<file path="src/rtl/dense_layer_folded.sv">
// Folded dense layer: y = act(W*x + b) computed with PAR multipliers, one output group
// and one input term per cycle, behind valid/ready handshakes on both sides.
module dense_layer_folded #(
  parameter int WIDTH       = 8,
  parameter int NFRAC       = 4,
  parameter int INPUT_SIZE  = 16,
  parameter int OUTPUT_SIZE = 64,
  parameter int PAR         = 8,
  parameter int ACC_WIDTH   = 2 * WIDTH + $clog2(INPUT_SIZE) + 1,
  parameter int USE_RELU    = 1,
  parameter logic signed [WIDTH-1:0] WEIGHTS [OUTPUT_SIZE][INPUT_SIZE] = '{default: '0},
  parameter logic signed [WIDTH-1:0] BIAS [OUTPUT_SIZE] = '{default: '0}
) (
  input  logic                                  clk,
  input  logic                                  reset,
  input  logic                                  in_valid,
  output logic                                  in_ready,
  input  logic [INPUT_SIZE-1:0][WIDTH-1:0]      input_data,
  output logic                                  out_valid,
  input  logic                                  out_ready,
  output logic [OUTPUT_SIZE-1:0][WIDTH-1:0]     output_data,
  output logic                                  busy
);

  localparam int NGROUPS = (OUTPUT_SIZE + PAR - 1) / PAR;
  localparam int GW      = (NGROUPS > 1) ? $clog2(NGROUPS) : 1;
  localparam int KW      = (INPUT_SIZE > 1) ? $clog2(INPUT_SIZE) : 1;

  localparam logic [GW-1:0] G_LAST = GW'(NGROUPS - 1);
  localparam logic [KW-1:0] K_LAST = KW'(INPUT_SIZE - 1);

  localparam logic signed [ACC_WIDTH-1:0] SAT_MAX = ACC_WIDTH'((64'sd1 <<< (WIDTH - 1)) - 64'sd1);
  localparam logic signed [ACC_WIDTH-1:0] SAT_MIN = ~SAT_MAX;

  typedef enum logic [1:0] {
    IDLE,
    COMPUTE,
    WRITEBACK,
    DONE
  } state_t;

  state_t                        state;
  state_t                        state_next;
  logic [GW-1:0]                 g;
  logic [KW-1:0]                 k;
  logic [GW-1:0]                 load_g;
  logic                          start;
  logic                          next_group;
  logic signed [WIDTH-1:0]       x_reg [INPUT_SIZE];
  logic signed [ACC_WIDTH-1:0]   acc   [PAR];
  logic signed [2*WIDTH-1:0]     prod  [PAR];

  // Weight of lane 'lane' in group 'gi' for input term 'ki'; lanes past the last neuron read 0.
  function automatic logic signed [WIDTH-1:0] weight_of(input logic [GW-1:0] gi, input int lane,
                                                        input logic [KW-1:0] ki);
    logic signed [WIDTH-1:0] w;
    w = '0;
    for (int o = 0; o < OUTPUT_SIZE; o++)
      for (int i = 0; i < INPUT_SIZE; i++)
        if ((o % PAR) == lane && gi == GW'(o / PAR) && ki == KW'(i))
          w = WEIGHTS[o][i];
    return w;
  endfunction

  // Bias aligned to the product's binary point (2*NFRAC fractional bits).
  function automatic logic signed [ACC_WIDTH-1:0] bias_ext(input logic [GW-1:0] gi, input int lane);
    logic signed [WIDTH-1:0] b;
    b = '0;
    for (int o = 0; o < OUTPUT_SIZE; o++)
      if ((o % PAR) == lane && gi == GW'(o / PAR))
        b = BIAS[o];
    return ACC_WIDTH'(b) <<< NFRAC;
  endfunction

  // Floor-shift back to NFRAC fractional bits, optional ReLU, then saturate to WIDTH.
  function automatic logic [WIDTH-1:0] requant(input logic signed [ACC_WIDTH-1:0] a);
    logic signed [ACC_WIDTH-1:0] r;
    r = a >>> NFRAC;
    if (USE_RELU != 0 && r[ACC_WIDTH-1])
      r = '0;
    if (r > SAT_MAX)
      r = SAT_MAX;
    else if (r < SAT_MIN)
      r = SAT_MIN;
    return r[WIDTH-1:0];
  endfunction

  // NOTE: sequential state uses non-blocking assignments so every register samples
  // pre-edge values regardless of process ordering.
  always_ff @(posedge clk) begin
    if (reset)
      state <= IDLE;
    else
      state <= state_next;
  end

  // NOTE: every output of this block gets a default first, so no path infers a latch.
  always_comb begin
    state_next = state;
    in_ready   = 1'b0;
    out_valid  = 1'b0;
    busy       = 1'b0;
    unique case (state)
      IDLE: begin
        in_ready = 1'b1;
        if (in_valid)
          state_next = COMPUTE;
      end
      COMPUTE: begin
        busy = 1'b1;
        if (k == K_LAST)
          state_next = WRITEBACK;
      end
      WRITEBACK: begin
        state_next = (g == G_LAST) ? DONE : COMPUTE;
      end
      DONE: begin
        out_valid = 1'b1;
        in_ready  = out_ready;
        if (out_ready)
          state_next = in_valid ? COMPUTE : IDLE;
      end
      default: state_next = IDLE;
    endcase
  end

  assign start      = in_valid && in_ready;
  assign next_group = (state == WRITEBACK) && (g != G_LAST);
  assign load_g     = start ? '0 : g + GW'(1);

  always_comb begin
    for (int j = 0; j < PAR; j++)
      prod[j] = (2 * WIDTH)'(x_reg[k]) * (2 * WIDTH)'(weight_of(g, j, k));
  end

  // NOTE: x_reg has no reset; it is always loaded on capture before COMPUTE reads it.
  always_ff @(posedge clk) begin
    if (start)
      for (int i = 0; i < INPUT_SIZE; i++)
        x_reg[i] <= input_data[i];
  end

  always_ff @(posedge clk) begin
    if (reset) begin
      g           <= '0;
      k           <= '0;
      output_data <= '0;
      for (int j = 0; j < PAR; j++)
        acc[j] <= '0;
    end else begin
      if (state == COMPUTE) begin
        for (int j = 0; j < PAR; j++)
          acc[j] <= acc[j] + ACC_WIDTH'(prod[j]);
        k <= (k == K_LAST) ? '0 : k + KW'(1);
      end

      // Only neurons of the current group are rewritten; padding lanes have no target.
      if (state == WRITEBACK)
        for (int o = 0; o < OUTPUT_SIZE; o++)
          if (g == GW'(o / PAR))
            output_data[o] <= requant(acc[o % PAR]);

      if (next_group)
        g <= g + GW'(1);

      if (start || next_group)
        for (int j = 0; j < PAR; j++)
          acc[j] <= bias_ext(load_g, j);

      if (start) begin
        g <= '0;
        k <= '0;
      end
    end
  end

endmodule

</file>
<file path="config.mk">
export PLATFORM = sky130hd
export DESIGN_NAME = dense_layer_folded
export DESIGN_NICKNAME = d
export VERILOG_FILES = /design/src/rtl/dense_layer_folded.sv
export SDC_FILE = /design/constraint.sdc
export NUM_CORES = 1
export LEC_CHECK = 0
export ABC_AREA = 1
export CORE_AREA = 2 2 251 253
export CTS_BUF_LIST = sky130_fd_sc_hd__clkbuf_8
export DETAILED_ROUTE_END_ITERATION = 10
export DIE_AREA = 0 0 253 255
export PLACE_DENSITY_LB_ADDON = 0.05
export SLEW_MARGIN = 20
export SYNTH_ARGS = -nofsm -noshare
export SYNTH_HDL_FRONTEND = slang
export SYNTH_SLANG_ARGS = --single-unit --ignore-timing --ignore-initial --compat-mode --unroll-limit 50000
</file>
<file path="constraint.sdc">
create_clock -name clk -period 1.7 [get_ports clk]
set_clock_uncertainty 0.15 [all_clocks]
set_input_delay 0.17 -clock clk [delete_from_list [all_inputs] [get_ports clk]]
set_output_delay 0.17 -clock clk [all_outputs]
set_load 0.1 [all_outputs]
</file>
; ---- Word-level counts from Yosys, hierarchy flattened
; Memories as Yosys holds them, arrays and structs flattened.
; Index checks and enable logic that the tools add are counted.
[totals]
register_bits = 521
ramBits = 168
input_bits = 132
out_inout_bits = 515
wordCells = 607
memories = 1
[op_classes]
add_sub_neg = 2
magnitude_cmp = 128
eq_ne = 15
muxes = 363
bitwise = 16
n_reduce_logical = 15
[mem_list]
columns = memory, depth, width, rd, rd_clocked_by_memory_dff, write_ports, line_no
row1 = acc, 8, 21, 8, 0, 8, 50  ; logic signed [ACC_WIDTH-1:0] acc [PAR];
[op_table]
columns = cell, count
row1 = 21-bit two-way mux, 208
row2 = 21-bit by 8-bit greater-than comparator with 1-bit output (second input constant), 64
row3 = 21-bit by 8-bit less-than comparator with 1-bit output (second input constant), 64
row4 = 8-bit two-way mux, 130
row5 = 16-bit two-way mux, 8
row6 = 1-bit OR, 16
row7 = 2-bit AND reduction, 8
row8 = 3-bit equality test (second input constant), 4
row9 = 1-bit two-way mux, 10
row10 = 2-bit two-way mux, 4
row11 = 2-bit one-hot mux with 4 select lines, 1
row12 = 3-bit by 2-bit equality test with 1-bit output (second input constant), 2
row13 = 2-bit != test (second input constant), 3
row14 = 4-bit by 1-bit adder with 4-bit output (second input constant), 1
row15 = 2-bit equality test (second input constant), 2
row16 = 4-bit equality test (second input constant), 1
row17 = 4-bit two-way mux, 1
row18 = 3-bit by 1-bit adder with 3-bit output (second input constant), 1
row19 = 3-bit by 1-bit equality test with 1-bit output (second input constant), 1
row20 = 3-bit logical NOT, 1
row21 = 3-bit != test (second input constant), 1
row22 = 3-bit AND reduction, 1
row23 = 2-bit by 1-bit equality test with 1-bit output (second input constant), 1
row24 = 1-bit logical AND, 2
row25 = 4 further kinds, 4

; ---- Depth between registers and ports, before layout
; Gate-level depths: netlist of the first run.
[depth]
ltp_word = 8
ltp_mapped = 9
ltp_nobuf = 9

; ---- Worst setup path before layout of the first run
; No wires, ideal clock.
[synth_path]
kind = flip-flop to flip-flop
start = register state[1]
end = register k[1]
setup_time_ns = 0.117
arrival_time_ns = 2.690
required_time_ns = 1.433
setup_slack_ns = -1.258
stages_incl_launch_ff = 7
path_buffers = 0
synth_period_minus_slack_ns = 2.958
path_cell_list = dfxtp_1 > ha_1 > nand2_1 > a21oi_2 > nand2_2 > nand2_4 > a21oi_2
[synth_via]
elab_chain_len = 4
elab_cells_between_ends = 6
classes_between = 2 x eq/ne / 1 x mux / 3 x reduce/logical
[synth_rtl]
columns = element, line_no
row1 = "start, declared", 42  ; state_t state;
row2 = "start signal, assigned", 94  ; state <= state_next;
row3 = 2-bit equality test / 2-bit logical NOT (equally long branches), 103  ; unique case (state)
row4 = 1-bit one-hot mux with 2 select lines *, 103
row5 = via in_ready, 17  ; output logic in_ready,
row6 = 1-bit logical AND *, 127  ; assign start = in_valid && in_ready;
row7 = 2-bit OR reduction (no source line) *, n/a
row8 = "end signal, assigned", 154  ; k <= (k == K_LAST) ? '0 : k + KW'(1);
row9 = "end, declared", 45  ; logic [KW-1:0] k;
; The timed path passes the listed nets; every way through them passes the cells marked *.
; A chain may end at the register's enable or synchronous reset.

; ---- Worst setup path after layout of the first run
[layout_path]
start = register state[0]
end = output in_ready
[layout_via]
elab_chain_len = 2
elab_cells_between_ends = 3
classes_between = 1 x eq/ne / 1 x mux / 1 x reduce/logical
[layout_rtl]
columns = element, line_no
row1 = 2-bit equality test / 2-bit logical NOT (equally long branches), 103
row2 = 1-bit one-hot mux with 2 select lines *, 103
row3 = "end, declared", 17
; Every way passes the cells marked *; elsewhere a longest branch is shown, timed or not.

==> results of run 1 <==
power groups by stage:
stage,Sequential (µW),Clock (µW),Combinational [µW]
after floorplan,305,0,6400
after global placement,313,0,5830
after detailed placement,309,0,5810
after CTS,304,299,5860
after global routing,314,310,6070
final,304,273,5900
worst min path at each step:
stage	end	slack [ns]	cells past startpoint
2_1_floorplan	state[1]	0.21	3
3_3_place_gp	g[1]	0.33	2
3_5_place_dp	g[1]	0.32	2
4_1_cts	g[1]	0.33	2
5_1_grt	g[2]	0.35	2
6_report	g[1]	0.33	2
logic make-up (layout without fill, tap and decap cells):
group	after synthesis	count (layout)	share of synthesized area, %
AO/OA/AOI/OAI	8	8	1.50
XOR/XNOR	1	1	0.198
adder cells (fa/ha/maj)	8	8	2.26
buffers and inverters	523	28	87.7
flip-flops	9	9	4.07
other	1	512	0.0846
AND/OR/NAND/NOR	40	40	4.21
what timing repair did:
item,CTS,global route
pin swaps,0,1
endpoints found under the setup margin,1,1
resized for setup,1,1
setup buffers,1,1
sequential cells by signal, indices dropped and copies added (netlist names):
| register | count |
|---|---|
| state | 2 |
| k | 4 |
| g | 3 |
final cells by class:
| cell class | instances | area, µm² | share of cell area [%] |
|---|---|---|---|
| inverters | 11 | 42.5 | 1.14 |
| repair buffers | 13 | 143 | 3.81 |
| clock buffers | 3 | 41.3 | 1.10 |
| flip-flops and latches | 9 | 185 | 4.95 |
| multi-input cells | 569 | 2330 | 62.2 |
| clock inverters | 1 | 5.00 | 0.134 |
| well taps | 799 | 1000 | 26.7 |
routing by layer:
layer	global-route usage, %	routed length [µm]	vias up	part of all wire (%)
met1	1.01	1290	772	19
li1	-	-	788	-
met2	3.50	4520	216	66
met3	0.498	968	2	14
met4	0.406	31	0	0.45
met5	0	0	-	0
worst reg2reg max path, stage by stage, from the launching register on:
cell,delay [ns]
sky130_fd_sc_hd__dfxtp_2,0.32
sky130_fd_sc_hd__inv_1,0.12
sky130_fd_sc_hd__ha_4,0.15
sky130_fd_sc_hd__inv_1,0.06
sky130_fd_sc_hd__a21oi_4,0.19
sky130_fd_sc_hd__buf_4,0.14
sky130_fd_sc_hd__nand2_2,0.06
sky130_fd_sc_hd__nand2_4,0.15
sky130_fd_sc_hd__a21oi_2,0.05
through the flow:
stage	total power [µW]	std cells
2_1_floorplan	6700	1101
3_3_place_gp	6140	1399
3_5_place_dp	6110	1399
4_1_cts	6470	1404
5_1_grt	6690	1405
6_report	6480	1405
placed cells by master (no fill, tap or decap), drive strengths merged:
cell / n
ha: 8
buf: 10
or2: 2
a21oi: 7
conb: 512
clkinv: 2
inv: 10
xor2: 1
nand3b: 1
o21ai: 1
nand3: 6
nor2: 5
clkdlybuf4s50: 3
clkbuf: 3
dfxtp: 9
nand2: 25
nand4: 1
==> results.json, run 1 <==
{
  "hold_viol_final": 0,
  "crit_path_start_kind": "flip-flop",
  "switching_power_of_the_nets_uw": 5680,
  "cts.clk_slew.worst_paths_ns": 0.06,
  "detail-route-antenna-nets": 0,
  "clk_root_buffer_cell": "sky130_fd_sc_hd__clkbuf_8",
  "area.growth.synth_to_final_pct": -15.6,
  "setup.worst_path.class": "flip-flop to output pin",
  "setup_ws_ns": 0.0921,
  "final.fill_count": 7468,
  "cp-endpoint": "in_ready",
  "finalSetupTns_ns": 0,
  "global_route_wire_length_before_repair_mm": 7.29,
  "num-nets-final": 747,
  "worst-path-max-fanout": 2,
  "cpLargestDelayFamily": "buffers and inverters",
  "remaining_drc_errors": 0,
  "num_io_pins": 647,
  "cells_along_the_critical_path": "inv_1 -> ha_4 -> inv_1 -> a21oi_4 -> buf_12",
  "worst-path-stages": 5,
  "clkPwrFrac_pct": 4.2,
  "dr_total_vias": 1778,
  "whs_ns": 0.328,
  "wire_per_inst_um": 4.85,
  "async_reset_ff_share_pct": 0,
  "ys_dominant_reg_cell": "sky130_fd_sc_hd__dfxtp_1",
  "fmax_ghz": 0.622,
  "sw_frac_of_total_pct": 87.7,
  "finalCoreUtilization_pct": 6.02,
  "ys_ff_latch": 9,
  "detailedRoute.firstIterationViolations": 25,
  "grt_overflow": 0,
  "post_synth_most_frequent_cells": "sky130_fd_sc_hd__buf_4 (512), sky130_fd_sc_hd__nand2_1 (21), sky130_fd_sc_hd__inv_1 (10), sky130_fd_sc_hd__dfxtp_1 (9), sky130_fd_sc_hd__ha_1 (8)",
  "die_width_um": 253,
  "drive_gt1_share_pct": 5.61,
  "yosysTopAreaCell": "sky130_fd_sc_hd__buf_4",
  "fp.coreArea_mm2": 0.0622,
  "vdd_ir_drop_max_mv": 0.453,
  "rrSetupSlack_ns": 0.19,
  "worstSetupEndpointType": "output pin",
  "seqPwrFrac_pct": 4.7,
  "dpl-instance-area_mm2": 0.00367,
  "synth-edff-count": 0,
  "place_worst_setup_slack_ns": 0.0821,
  "yosysWarningCount": 0,
  "insertion_delay_ns": 0.24,
  "synthDistinctLibCells": 18,
  "r2r.worst_path.cells": 8,
  "first_global_vias": 1146,
  "post_synth_instance_area_mm2": 0.00443,
  "numPortBuffers": 6,
  "power.leakage_uw": 0.00203,
  "synth_largest_type_area_fraction_pct": 86.7,
  "wl_mm": 6.81,
  "syn_inst": 590,
  "crit_path_max_incr_delay_ns": 0.32,
  "die_ht_um": 255,
  "worst_r2r_startpoint": "state[0]",
  "netlist_top_cells_area": "sky130_fd_sc_hd__buf_4 (87%), sky130_fd_sc_hd__dfxtp_1 (4.1%), sky130_fd_sc_hd__ha_1 (2.3%)",
  "gpl.final_weighted_congestion": 0.599,
  "ctsHtreeMaxLevel": 1,
  "critPathArrivalTime_ns": 1.29,
  "final_cell_area_mm2": 0.00374,
  "timing.critical_path.slowest_stage_cell": "sky130_fd_sc_hd__dfxtp_2",
  "number_of_max_slew_violations_in_the_final_report": 0,
  "worst_ep_required_time_ns": 1.38,
  "groute.usage.overall_pct": 1.48,
  "sink_count": 9,
  "antenna_found_initial": 0,
  "worstHoldStart": "g[1]",
  "most_used_standard_cell_by_instance_count_after_synthesis": "sky130_fd_sc_hd__buf_4",
  "report.final.setup_viol": 0,
  "count_of_buffer_and_inverter_cells_on_the_critical_path": 3,
  "intPower_uw": 795,
  "fp.dieArea_mm2": 0.0645,
  "cts_tree": "yes",
  "fp-row-count": 92,
  "drv_cap": 0,
  "regToRegEndpoint": "g[1]",
  "run_status": "completed",
  "syn_area_per_cell_um2": 7.51,
  "n_antenna_cell": 0,
  "hold_buffers": 0,
  "clock_tree_buf_depth": 2,
  "grt_setup_unrepaired": "no",
  "final.period_utilization_pct": 94.6,
  "final_period_minus_worst_setup_slack_ns": 1.61,
  "initial_utilization_pct": 7.13,
  "cts_buffers": 3,
  "detailed_place_hpwl_mm": 6.52,
  "seq_area_frac_synth_pct": 4.07,
  "crit_start": "state[0]",
  "cpMostUsedCell": "sky130_fd_sc_hd__inv_1",
  "route.detailed.vias_per_inst": 1.27,
  "power.share.combinational_pct": 91.1,
  "maximum_number_of_pins_on_one_net_before_global_route_repair": 8,
  "timing.hold.worst.class": "flip-flop to flip-flop",
  "first_pass_iters": 4,
  "powerDensity_mw_per_mm2": 1730
}
Power figures use the tool's default switching activity.
==> run 2, diff against run 1 <==
Settings changed: CORE_AREA 2 2 251 253 to 2 2 253 255, DIE_AREA 0 0 253 255 to 0 0 255 257, DONT_BUFFER_PORTS from default to 1.
==> run 2 against run 1 <==
- worst setup slack worse by 0.0011 ns
- hold slack worse by 0.31 ns
- critical endpoint unchanged
- cell count grew 3.0%
- combinational power down 0.8%
- critical path depth did not move
- largest power group unchanged
- first-iteration DRC count unchanged
- global-route usage increased by 0.14 points
- clock power is 2% lower
- sequential power hardly changed
- flip-flop and latch count did not move
- core utilization down 0.069 points
==> results.json, run 2 (synthesized netlist as in run 1, its figures left out) <==
{
  "worstHoldStart": "reset",
  "clock_tree_buf_depth": 2,
  "number_of_max_slew_violations_in_the_final_report": 0,
  "grt_overflow": 0,
  "report.final.setup_viol": 0,
  "grt_setup_unrepaired": "no",
  "timing.hold.worst.class": "primary input to flip-flop",
  "insertion_delay_ns": 0.24,
  "final_period_minus_worst_setup_slack_ns": 1.61,
  "fp-row-count": 92,
  "final.fill_count": 7528,
  "remaining_drc_errors": 0,
  "gpl.final_weighted_congestion": 0.605,
  "run_status": "completed",
  "first_global_vias": 1139,
  "groute.usage.overall_pct": 1.62,
  "detailedRoute.firstIterationViolations": 25,
  "first_pass_iters": 4,
  "worst-path-max-fanout": 4,
  "numPortBuffers": 0,
  "maximum_number_of_pins_on_one_net_before_global_route_repair": 8,
  "worstSetupEndpointType": "output pin",
  "die_ht_um": 257,
  "fin_cells": 1447,
  "whs_endpoint": "state[1]",
  "worst_r2r_startpoint": "state[0]",
  "drv_cap": 0,
  "clk_root_buffer_cell": "sky130_fd_sc_hd__clkbuf_8",
  "initial_utilization_pct": 7.06,
  "route.detailed.vias_per_inst": 1.22,
  "area.growth.synth_to_final_pct": -15.8,
  "worst_ep_required_time_ns": 1.38,
  "fp.dieArea_mm2": 0.0655,
  "global_route_wire_length_before_repair_mm": 7.82,
  "setup.worst_path.class": "flip-flop to output pin",
  "regToRegEndpoint": "g[2]",
  "intPower_uw": 755,
  "seqPwrFrac_pct": 4.8,
  "max_flop_register": "k",
  "n_antenna_cell": 0,
  "cts_buffers": 3,
  "largest_register_ffs": 4,
  "vdd_ir_drop_max_mv": 0.682,
  "critPathArrivalTime_ns": 1.29,
  "crit_path_start_kind": "flip-flop",
  "whs_ns": 0.0135,
  "sw_frac_of_total_pct": 88.3,
  "finalSetupTns_ns": 0,
  "hold_viol_final": 0,
  "seq_area_um2": 185,
  "clkPwrFrac_pct": 4.2,
  "mostFrequentLayoutCells": "sky130_fd_sc_hd__conb_1 (512), sky130_fd_sc_hd__nand2_1 (20), sky130_fd_sc_hd__inv_1 (10)",
  "power.leakage_uw": 0.00200,
  "num_io_pins": 647,
  "detailed_place_hpwl_mm": 6.77,
  "rrSetupSlack_ns": 0.19,
  "wl_mm": 7.00,
  "cts.clk_slew.worst_paths_ns": 0.06,
  "num-nets-final": 742,
  "die_width_um": 255,
  "final.period_utilization_pct": 94.6,
  "cts_tree": "yes",
  "switching_power_of_the_nets_uw": 5670,
  "top_regs": "k (4), g (3), state (2)",
  "powerDensity_mw_per_mm2": 1720,
  "detail-route-antenna-nets": 0,
  "multiInputGateArea_mm2": 0.00233,
  "fmax_ghz": 0.622,
  "drive_gt1_share_pct": 5.16,
  "hold_buffers": 0,
  "final_cell_area_mm2": 0.00373,
  "layout.cells.most_common": "sky130_fd_sc_hd__conb_1",
  "wire_per_inst_um": 4.83,
  "dr_total_vias": 1764,
  "sink_count": 9,
  "power.share.combinational_pct": 91.1,
  "placed_cells": 1442,
  "hold-path-cell-count": 3,
  "antenna_found_initial": 0,
  "dpl-instance-area_mm2": 0.00366,
  "fp.coreArea_mm2": 0.0627,
  "r2r.worst_path.cells": 8,
  "ctsHtreeMaxLevel": 1
}
[run 2: changes by cell type in the layout (fill, tap and decap cells not counted), sizes merged]
cell,before,now
clkdlybuf4s50,3,0
buf,10,8
clkinv,2,1
inv,10,11
[run 2: final cells by class]
cell class | instances | share of cell area [%]
Multi-Input combinational cell | 569 | 62.3
Timing Repair Buffer | 8 | 2.04
Clock inverter | 1 | 0.101
Sequential cell | 9 | 4.96
Clock buffer | 3 | 1.11
Inverter | 11 | 1.14
Tap cell | 846 | 28.4
[run 2: worst max-delay path by stage]
stage | to | from
2_1_floorplan | g[0] | state[1]
3_3_place_gp | k[1] | state[1]
3_5_place_dp | k[1] | state[1]
4_1_cts | busy | state[1]
5_1_grt | in_ready | state[0]
6_report | in_ready | state[0]
[run 2: metrics by stage]
step / setup WS (ns) / util [%] / power [µW]
2_1_floorplan: -0.280 / - / 6700
3_3_place_gp: 0.145 / 5.84 / 6100
3_5_place_dp: 0.161 / 5.84 / 6070
4_1_cts: 0.0280 / 5.95 / 6410
5_1_grt: 0.0190 / 5.95 / 6630
6_report: 0.0910 / 5.95 / 6430
[run 2: critical path, cell delays in order (launching register included)]
cell                      delay (ns)
sky130_fd_sc_hd__dfxtp_2        0.33
sky130_fd_sc_hd__buf_4          0.13
sky130_fd_sc_hd__ha_4           0.17
sky130_fd_sc_hd__nand2_4        0.06
sky130_fd_sc_hd__a21oi_4        0.16
sky130_fd_sc_hd__buf_12         0.19
[run 2: repair_timing]
action                     4_1_cts  5_1_grt
resized for setup                2        1
setup endpoints to repair        2        1
gates cloned                     0        0
pin swaps                        0        1
buffers inserted                 1        0
[run 2: power by group through the flow]
stage / Combinational (µW) / Clock, µW / Sequential (µW)
3_5_place_dp: 5760 / 0 / 311
3_3_place_gp: 5780 / 0 / 315
2_1_floorplan: 6400 / 0 / 305
5_1_grt: 6020 / 288 / 314
4_1_cts: 5820 / 281 / 308
6_report: 5850 / 267 / 306
[run 2: per-layer routing]
layer  global-route usage [%]  share of wire (%)  vias to the layer above
met3                    0.374                 13                        2
li1                         -                  -                      777
met2                     3.96                 68                      232
met4                    0.585                1.0                        0
met1                     1.00                 17                      753
met5                        0                  0                        -
==> run 3, diff against run 2 <==
Settings changed: ABC_CLOCK_PERIOD_IN_PS from default to 1700.
==> results of run 3 <==
No change in the layout: final DEF, timing and power equal those of run 2.
